--- src/rtl/ternary_dot_accum_if.sv ---
// Stream bundle for ternary_dot_accum: an input beat channel and a result channel.
// The master drives the beats and out_ready. The slave (the accumulator) drives in_ready and the results.
interface ternary_dot_accum_if #(
  parameter int LANES = 32,
  parameter int ACC_W = 16
);
  logic             in_valid;
  logic             in_ready;
  logic             in_last;
  logic [LANES-1:0] in_act;
  logic [LANES-1:0] in_wpos;
  logic [LANES-1:0] in_wneg;
  logic             out_valid;
  logic             out_ready;
  logic [ACC_W-1:0] out_sum;
  logic             out_ovf;
  logic [15:0]      out_beats;

  modport master (
    output in_valid, in_last, in_act, in_wpos, in_wneg, out_ready,
    input  in_ready, out_valid, out_sum, out_ovf, out_beats
  );

  modport slave (
    input  in_valid, in_last, in_act, in_wpos, in_wneg, out_ready,
    output in_ready, out_valid, out_sum, out_ovf, out_beats
  );
endinterface

--- src/rtl/ternary_dot_accum.sv ---
// Ternary-weight dot-product accumulator: each beat adds popcount(+1 lanes) - popcount(-1 lanes).
// Optional macro TERNARY_DOT_ACCUM_SAT_EN makes the accumulator saturate instead of wrapping.
module ternary_dot_accum #(
  parameter int LANES = 32,
  parameter int ACC_W = 16
) (
  input logic clk,
  input logic rst_n,
  ternary_dot_accum_if.slave bus
);
  typedef enum logic [1:0] {IDLE, ACCUM, OUTPUT} state_t;

  localparam int CNT_W = 8;
  localparam int EXT_W = ACC_W + 2;
  localparam logic signed [EXT_W-1:0] ACC_MAX = $signed({3'b000, {(ACC_W-1){1'b1}}});
  localparam logic signed [EXT_W-1:0] ACC_MIN = $signed({3'b111, {(ACC_W-1){1'b0}}});

  state_t state, state_nx;

  logic                    in_ready_int;
  logic                    out_valid_int;
  logic                    accept;
  logic                    start_new;
  logic                    retire;

  logic [CNT_W-1:0]        pos_cnt, neg_cnt;
  logic signed [EXT_W-1:0] partial, base, exact;
  logic                    step_ovf;

  logic signed [ACC_W-1:0] acc, acc_nx;
  logic [15:0]             beats;
  logic                    ovf;

  assign accept    = bus.in_valid & in_ready_int;
  assign start_new = (state != ACCUM);
  assign retire    = (state == OUTPUT) & bus.out_ready;

  // A lane that has both masks set has weight 0. It is excluded from both counts.
  always_comb begin
    pos_cnt = '0;
    neg_cnt = '0;
    for (int unsigned i = 0; i < LANES; i++) begin
      pos_cnt = pos_cnt + CNT_W'(bus.in_act[i] & bus.in_wpos[i] & ~bus.in_wneg[i]);
      neg_cnt = neg_cnt + CNT_W'(bus.in_act[i] & bus.in_wneg[i] & ~bus.in_wpos[i]);
    end
  end

  always_comb begin
    partial  = $signed(EXT_W'(pos_cnt)) - $signed(EXT_W'(neg_cnt));
    base     = start_new ? '0 : $signed({{2{acc[ACC_W-1]}}, acc});
    exact    = base + partial;
    step_ovf = (exact > ACC_MAX) || (exact < ACC_MIN);
`ifdef TERNARY_DOT_ACCUM_SAT_EN
    if (exact > ACC_MAX)      acc_nx = ACC_MAX[ACC_W-1:0];
    else if (exact < ACC_MIN) acc_nx = ACC_MIN[ACC_W-1:0];
    else                      acc_nx = exact[ACC_W-1:0];
`else
    acc_nx = exact[ACC_W-1:0];
`endif
  end

  always_ff @(posedge clk or negedge rst_n) begin
    if (!rst_n) state <= IDLE;
    else        state <= state_nx;
  end

  // When OUTPUT retires a result, it goes through the same accept path as IDLE. A new beat in that cycle therefore costs no bubble.
  always_comb begin
    state_nx = state;
    unique case (state)
      IDLE, ACCUM: begin
        if (accept) state_nx = bus.in_last ? OUTPUT : ACCUM;
      end
      OUTPUT: begin
        if (bus.out_ready) begin
          if (accept) state_nx = bus.in_last ? OUTPUT : ACCUM;
          else        state_nx = IDLE;
        end
      end
      default: state_nx = IDLE;
    endcase
  end

  always_comb begin
    in_ready_int  = 1'b0;
    out_valid_int = 1'b0;
    if (rst_n) begin
      in_ready_int  = (state != OUTPUT) || bus.out_ready;
      out_valid_int = (state == OUTPUT);
    end
  end

  always_ff @(posedge clk or negedge rst_n) begin
    if (!rst_n) begin
      acc   <= '0;
      beats <= '0;
      ovf   <= 1'b0;
    end else if (accept) begin
      acc   <= acc_nx;
      ovf   <= (start_new ? 1'b0 : ovf) | step_ovf;
      if (start_new)           beats <= 16'd1;
      else if (beats != '1)    beats <= beats + 16'd1;
    end else if (retire) begin
      acc   <= '0;
      beats <= '0;
      ovf   <= 1'b0;
    end
  end

  assign bus.in_ready  = in_ready_int;
  assign bus.out_valid = out_valid_int;
  assign bus.out_sum   = acc;
  assign bus.out_ovf   = ovf;
  assign bus.out_beats = beats;
endmodule

--- src/flat_wrapper.sv ---
// flat-port wrapper written by rule: the top's interface ports become plain ports
module ternary_dot_accum_flat 
#(
  parameter int LANES = 32,
  parameter int ACC_W = 16
)
  (clk, rst_n, bus_in_valid, bus_in_last, bus_in_act, bus_in_wpos, bus_in_wneg, bus_out_ready, bus_in_ready, bus_out_valid, bus_out_sum, bus_out_ovf, bus_out_beats);
  ternary_dot_accum_if #(.LANES(LANES), .ACC_W(ACC_W)) bus_i ();
  input logic clk;
  input logic rst_n;
  input wire logic [$bits(bus_i.in_valid)-1:0] bus_in_valid;
  input wire logic [$bits(bus_i.in_last)-1:0] bus_in_last;
  input wire logic [$bits(bus_i.in_act)-1:0] bus_in_act;
  input wire logic [$bits(bus_i.in_wpos)-1:0] bus_in_wpos;
  input wire logic [$bits(bus_i.in_wneg)-1:0] bus_in_wneg;
  input wire logic [$bits(bus_i.out_ready)-1:0] bus_out_ready;
  output wire logic [$bits(bus_i.in_ready)-1:0] bus_in_ready;
  output wire logic [$bits(bus_i.out_valid)-1:0] bus_out_valid;
  output wire logic [$bits(bus_i.out_sum)-1:0] bus_out_sum;
  output wire logic [$bits(bus_i.out_ovf)-1:0] bus_out_ovf;
  output wire logic [$bits(bus_i.out_beats)-1:0] bus_out_beats;
  assign bus_i.in_valid = bus_in_valid;
  assign bus_i.in_last = bus_in_last;
  assign bus_i.in_act = bus_in_act;
  assign bus_i.in_wpos = bus_in_wpos;
  assign bus_i.in_wneg = bus_in_wneg;
  assign bus_i.out_ready = bus_out_ready;
  assign bus_in_ready = bus_i.in_ready;
  assign bus_out_valid = bus_i.out_valid;
  assign bus_out_sum = bus_i.out_sum;
  assign bus_out_ovf = bus_i.out_ovf;
  assign bus_out_beats = bus_i.out_beats;
  ternary_dot_accum #(.LANES(LANES), .ACC_W(ACC_W)) u_core (.clk(clk), .rst_n(rst_n), .bus(bus_i));
endmodule
--- config.mk ---
export PLATFORM = sky130hd
export DESIGN_NAME = ternary_dot_accum_flat
export DESIGN_NICKNAME = d
export VERILOG_FILES = /design/src/rtl/ternary_dot_accum_if.sv /design/src/rtl/ternary_dot_accum.sv /design/src/flat_wrapper.sv
export SDC_FILE = /design/constraint.sdc
export NUM_CORES = 1
export LEC_CHECK = 0
export ABC_CLOCK_PERIOD_IN_PS = 2800
export CAP_MARGIN = 25
export CORE_UTILIZATION = 45
export CTS_BUF_LIST = sky130_fd_sc_hd__clkbuf_2
export CTS_CLUSTER_DIAMETER = 100
export DETAILED_ROUTE_END_ITERATION = 6
export PLACE_DENSITY_LB_ADDON = 0.08
export REMOVE_ABC_BUFFERS = 1
export SYNTH_ARGS = -nofsm -noshare
export SYNTH_HDL_FRONTEND = slang
export SYNTH_SLANG_ARGS = --single-unit
--- constraint.sdc ---
create_clock -name clk -period 2.8 [get_ports clk]
set_clock_uncertainty 0.15 [all_clocks]
set_input_delay 0.28 -clock clk [delete_from_list [all_inputs] [get_ports clk]]
set_output_delay 0.28 -clock clk [all_outputs]
set_load 0.005 [all_outputs]
# == After elaboration in Yosys (flattened, before gate mapping) ==
# Cells that the tools add are included.
# word_totals
reg_bits,35
word_cells,297
# op_classes
addsub,65
n_lt_le_gt_ge,2
n_eq_ne,8
mux,16
bitwise,195
reduce_logical,7
# ops
op,n
8-bit AND,64
1-bit inverter with 8-bit output,64
8-bit adder,62
16-bit 2-to-1 mux,5
1-bit AND,66
18-bit adder,1
"18-bit by 16-bit greater-than comparator with 1-bit output, second input constant",1
"18-bit by 16-bit less-than comparator with 1-bit output, second input constant",1
18-bit 2-to-1 mux,1
"16-bit by 1-bit adder with 16-bit output, second input constant",1
"16-bit != test, second input constant",1
8-bit by 8-bit subtractor with 9-bit output,1
2-bit 2-to-1 mux,4
1-bit 2-to-1 mux,5
"2-bit by 1-bit != test with 1-bit output, second input constant",2
"2-bit != test, second input constant",2
2-bit one-hot mux with 2 select lines,1
2-bit AND reduction,2
"3-bit != test, second input constant",1
"2-bit by 1-bit == test with 1-bit output, second input constant",1
"2-bit == test, second input constant",1
2-bit zero test,1
1-bit logical OR,2
2-bit nonzero test,1
2 further kinds,2

# == Logic depth before layout (Yosys ltp) ==
# logic_depth
ltp_word,39
depth_mapped,28
depth_no_buf,28

# == Worst setup path after synthesis ==
# Ideal clock, no wire load.
# synth_path
path_kind,input -> register
start,input port bus_in_wneg[17]
end,"register u_core.ovf, in the netlist u_core.bus.out_ovf"
setup_ns,0.080
t_arrival_ns,7.104
required_time_ns,2.570
setup_slack_ns,-4.534
stages,26
cell_sequence,nand3b_1 > fa_1 > fa_1 > inv_1 > fa_1 > inv_1 > fa_1 > fa_1 > fa_1 > inv_1 > ha_1 > fa_1 > xor2_1 > ha_1 > inv_1 > o21ai_0 > a21oi_1 > o21bai_1 > a21oi_1 > ha_1 > a21oi_1 > o21a_1 > or3_1 > o211ai_2 > or4b_1 > o211ai_2
# synth_between
elab_chain_cells,23
word_cells_on_any_way,41
classes_between,add/sub: 32; order compare: 2; mux: 1; bitwise: 5; reduce/logical: 1
# synth_rtl
item,line_no,source
from (decl),flat_wrapper.sv:15,input wire logic [$bits(bus_i.in_wneg)-1:0] bus_in_wneg;
1-bit AND or 1-bit inverter with 8-bit output (tied branches),"ternary_dot_accum.sv:44, ternary_dot_accum.sv:43",
8-bit AND (on tied branches),"ternary_dot_accum.sv:44, ternary_dot_accum.sv:43",
8-bit adder (on tied branches) (15 in a row),"ternary_dot_accum.sv:44, ternary_dot_accum.sv:43",
8-bit by 8-bit subtractor with 9-bit output *,ternary_dot_accum.sv:49,partial = $signed(EXT_W'(pos_cnt)) - $signed(EXT_W'(neg_cnt));
18-bit adder *,ternary_dot_accum.sv:51,exact = base + partial;
18-bit by 16-bit greater-than comparator with 1-bit output or 18-bit by 16-bit less-than comparator with 1-bit output (tied branches),ternary_dot_accum.sv:52,step_ovf = (exact > ACC_MAX) || (exact < ACC_MIN);
1-bit logical OR *,ternary_dot_accum.sv:52,
1-bit OR *,ternary_dot_accum.sv:100,ovf <= (start_new ? 1'b0 : ovf) | step_ovf;
1-bit 2-to-1 mux *,ternary_dot_accum.sv:98,end else if (accept) begin
to (signal assigned),ternary_dot_accum.sv:100,
to (decl),ternary_dot_accum.sv:32,logic ovf;
# Mark *: on every way between the ends. The rest lies on a longest branch, timed or not.
# A chain may end at the register's enable or synchronous reset.

# == Worst setup path after layout ==
# layout_path
start,input port bus_in_wneg[3]
end,"register u_core.acc[8], in the netlist u_core.bus.out_sum[8]"
# layout_between
elab_chain_cells,34
word_cells_on_any_way,65
classes_between,add/sub: 60; mux: 1; bitwise: 4
# layout_rtl
item,line_no,source
1-bit AND or 1-bit inverter with 8-bit output (tied branches),"ternary_dot_accum.sv:44, ternary_dot_accum.sv:43",
8-bit AND (on tied branches),"ternary_dot_accum.sv:44, ternary_dot_accum.sv:43",
8-bit adder (on tied branches) (29 in a row),"ternary_dot_accum.sv:44, ternary_dot_accum.sv:43",
8-bit by 8-bit subtractor with 9-bit output *,ternary_dot_accum.sv:49,
18-bit adder *,ternary_dot_accum.sv:51,
16-bit 2-to-1 mux *,ternary_dot_accum.sv:98,
to (signal assigned),ternary_dot_accum.sv:99,acc <= acc_nx;
to (decl),ternary_dot_accum.sv:30,"logic signed [ACC_W-1:0] acc, acc_nx;"
# Marked as above.

==> impl_metrics.csv <==
group,metric,value,unit
finish,mostFrequentLayoutCell,"clkdlybuf4s50_1",
min_path,min_path_type,"in -> async",
logic_synthesis,synth_area_leader_cell,"fa_1",
grt,grtUsageTotal,24.0,%
outcome,violations,"setup timing",
critical_path,r2r_cells,12,
timing,tns,-63.14,ns
route,ant_nets,0,
floorplanning,rows,36,
logic_synthesis,avgSynthCellArea,9.00,µm²
route,drt-initial-drc-count,198,
clock_network,htree_levels,2,
clock_network,cts_tree,"built",
critical_path,endpoint,"u_core.bus.out_sum[8]",
critical_path,critPathMaxStageDelay,0.60,ns
critical_path,r2r_setup_slack,-0.27,ns
logic_synthesis,async_flop_share,100,%
logic_synthesis,synthDistinctLibCells,47,
critical_path,cp-end-kind,"register",
route,routed.top_layer,"met4",
route,drt-total-wl,13600,µm
critical_path,crit_family,"adder cells",
finish,drive_gt1_share,29.4,%
timing,fin_crit_sh,254,%
floorplanning,initial_core_util,47.2,%
critical_path,cp.depth,26,
place,gp_congestion,0.841,
floorplanning,die_area,10800,µm²
grt,grt_pass1_vias,4767,
critical_path,worstPathMaxFanout,3,
place,portBuffers,135,
finish,nNetsFinal,927,
finish,layout_common_cells,"clkdlybuf4s50_1, buf_4, nand3b_1",
critical_path,crit_required,2.95,ns
timing,setup_ws,-4.31,ns
job,max_cap_viol_count,0,
critical_path,critPathLaunchType,"input port",
logic_synthesis,yosysWarnings,0,
grt,grt_max_degree,21,
logic_synthesis,yosysTopAreaCellShare,21.4,%
clock_network,cts_made_buffers,5,
route,drc_errors,0,
floorplanning,io_pins,136,
timing,post-route-min-period,7.11,ns
critical_path,crit_type,"in -> reg",
floorplanning,dieWidth,104,µm
critical_path,cp-startpoint,"bus_in_wneg[3]",
clock_network,clk_pin_slew,0.20,ns
route,m1WireLength,5960,µm
clock_network,ctsRootBufferMaster,"clkbuf_2",
timing,slew_violations,0,
timing,slew_headroom,62.8,%
critical_path,arrival,7.26,ns
timing,whs,0.143,ns
clock_network,clk_latency,0.38,ns
logic_synthesis,ys.flop_type,"dfrtp_1",
clock_network,clk_path_buf_depth,2,
floorplanning,coreArea,9910,µm²
critical_path,cpMaxStageDelayCell,"fa_2",
logic_synthesis,seq_area_frac_synth,18.7,%
route,drtPass1Iterations,6,
outcome,status,"finished, violations left",
critical_path,worst_r2r_endpoint,"u_core.bus.out_sum[8]",
critical_path,cp_num_buf_inv,6,
logic_synthesis,synth_cells,520,
floorplanning,fp.dieH,104,µm
grt,antenna_found_initial,0,
logic_synthesis,synth_area,4680,µm²
logic_synthesis,synthTopCellsByArea,"fa_1, dfrtp_1, ha_1, nand3b_1, inv_1",
route,wl_met3,548,µm
finish,final_util,73.9,%
logic_synthesis,yosys_register_bits,35,
timing,rsz0062_at_grt,"true",
timing,final-setup-viol-count,17,
logic_synthesis,synth_edf_count,0,
route,via_per_inst,5.31,
grt,overflow,0,
clock_network,cts_sinks,35,
route,drt-wirelength-per-cell,15.6,µm
timing,fmax,141,MHz
finish,syn2layout_area_growth,56.5,%
finish,stdcell_area,7330,µm²
place,dpl_cell_area,6640,µm²
timing,worst_pin_slew,0.557,ns
critical_path,r2r-start,"u_core.state[1]",
timing,hold_viol,0,
grt,grt_pass1_wl,21700,µm
finish,diodes,0,
route,vias,4629,
place,dp_hpwl,9930,µm
route,wl_met2,6940,µm
==> worst min path at each step <==
| stage | endpoint | slack, ns | cells past startpoint |
|---|---|---|---|
| floorplan | u_core.bus.out_beats[0] | -0.17 | 0 |
| global placement | u_core.bus.out_beats[2] | 0.05 | 1 |
| detailed placement | u_core.bus.out_beats[1] | 0.05 | 1 |
| CTS | u_core.bus.out_beats[1] | 0.12 | 2 |
| global route | u_core.bus.out_beats[1] | 0.10 | 2 |
| finish | u_core.bus.out_sum[4] | 0.14 | 2 |
==> layer usage <==
layer / GRT usage [%] / vias up
li1: - / 2211
met1: 32.6 / 2270
met2: 42.0 / 130
met3: 3.20 / 18
met4: 2.76 / 0
met5: 0 / -
==> area by class of cell <==
type	count	area [µm²]
Clock inverter	2	60.1
Sequential cell	35	876
Clock buffer	6	30.0
Timing Repair Buffer	217	1870
Fill cell	724	2580
Tap cell	133	166
Inverter	67	254
Multi-Input combinational cell	412	4070
==> cell families after synthesis <==
group | after synthesis | share of synthesized area (%)
simple gates | 191 | 23.9
compound gates | 102 | 14.1
fa+ha+maj | 88 | 31.5
buf+inv | 73 | 5.91
flops | 35 | 18.7
xor+xnor | 27 | 5.05
mux | 4 | 0.855
==> stage by stage <==
step	std cells	worst slack, ns
2_1_floorplan	514	-4.53
3_3_place_gp	844	-5.11
3_5_place_dp	844	-5.20
4_1_cts	864	-4.23
5_1_grt	872	-4.54
6_report	872	-4.31
==> what timing repair did <==
item	4_1_cts	5_1_grt
hold buffers	1	0
setup endpoints to repair	17	17
pin swaps	100	80
gates resized for setup	168	89
buffers inserted	13	11
endpoints found under the hold margin	35	0
==> state kept, by name, indices dropped and copies added, names as in the netlist <==
register / cells
u_core.bus.out_sum: 16
u_core.state: 2
u_core.bus.out_beats: 16
u_core.bus.out_ovf: 1
==> cells in the mapped netlist, types with 6 or more instances <==
| cell | count |
|---|---|
| nor2_1 | 30 |
| and3_1 | 10 |
| xor2_1 | 17 |
| xnor2_1 | 10 |
| dfrtp_1 | 35 |
| nand2_1 | 38 |
| inv_1 | 67 |
| ha_1 | 38 |
| and2_1 | 16 |
| nand3b_1 | 55 |
| nand2b_1 | 6 |
| fa_1 | 50 |
| nand3_1 | 15 |
| o21ai_0 | 32 |
| a21o_1 | 10 |
| o21a_1 | 6 |
| a21oi_1 | 26 |
Power is left out: the tool's default activity adds up to more than one toggle a clock period on the data nets, which glitch-free logic cannot reach.
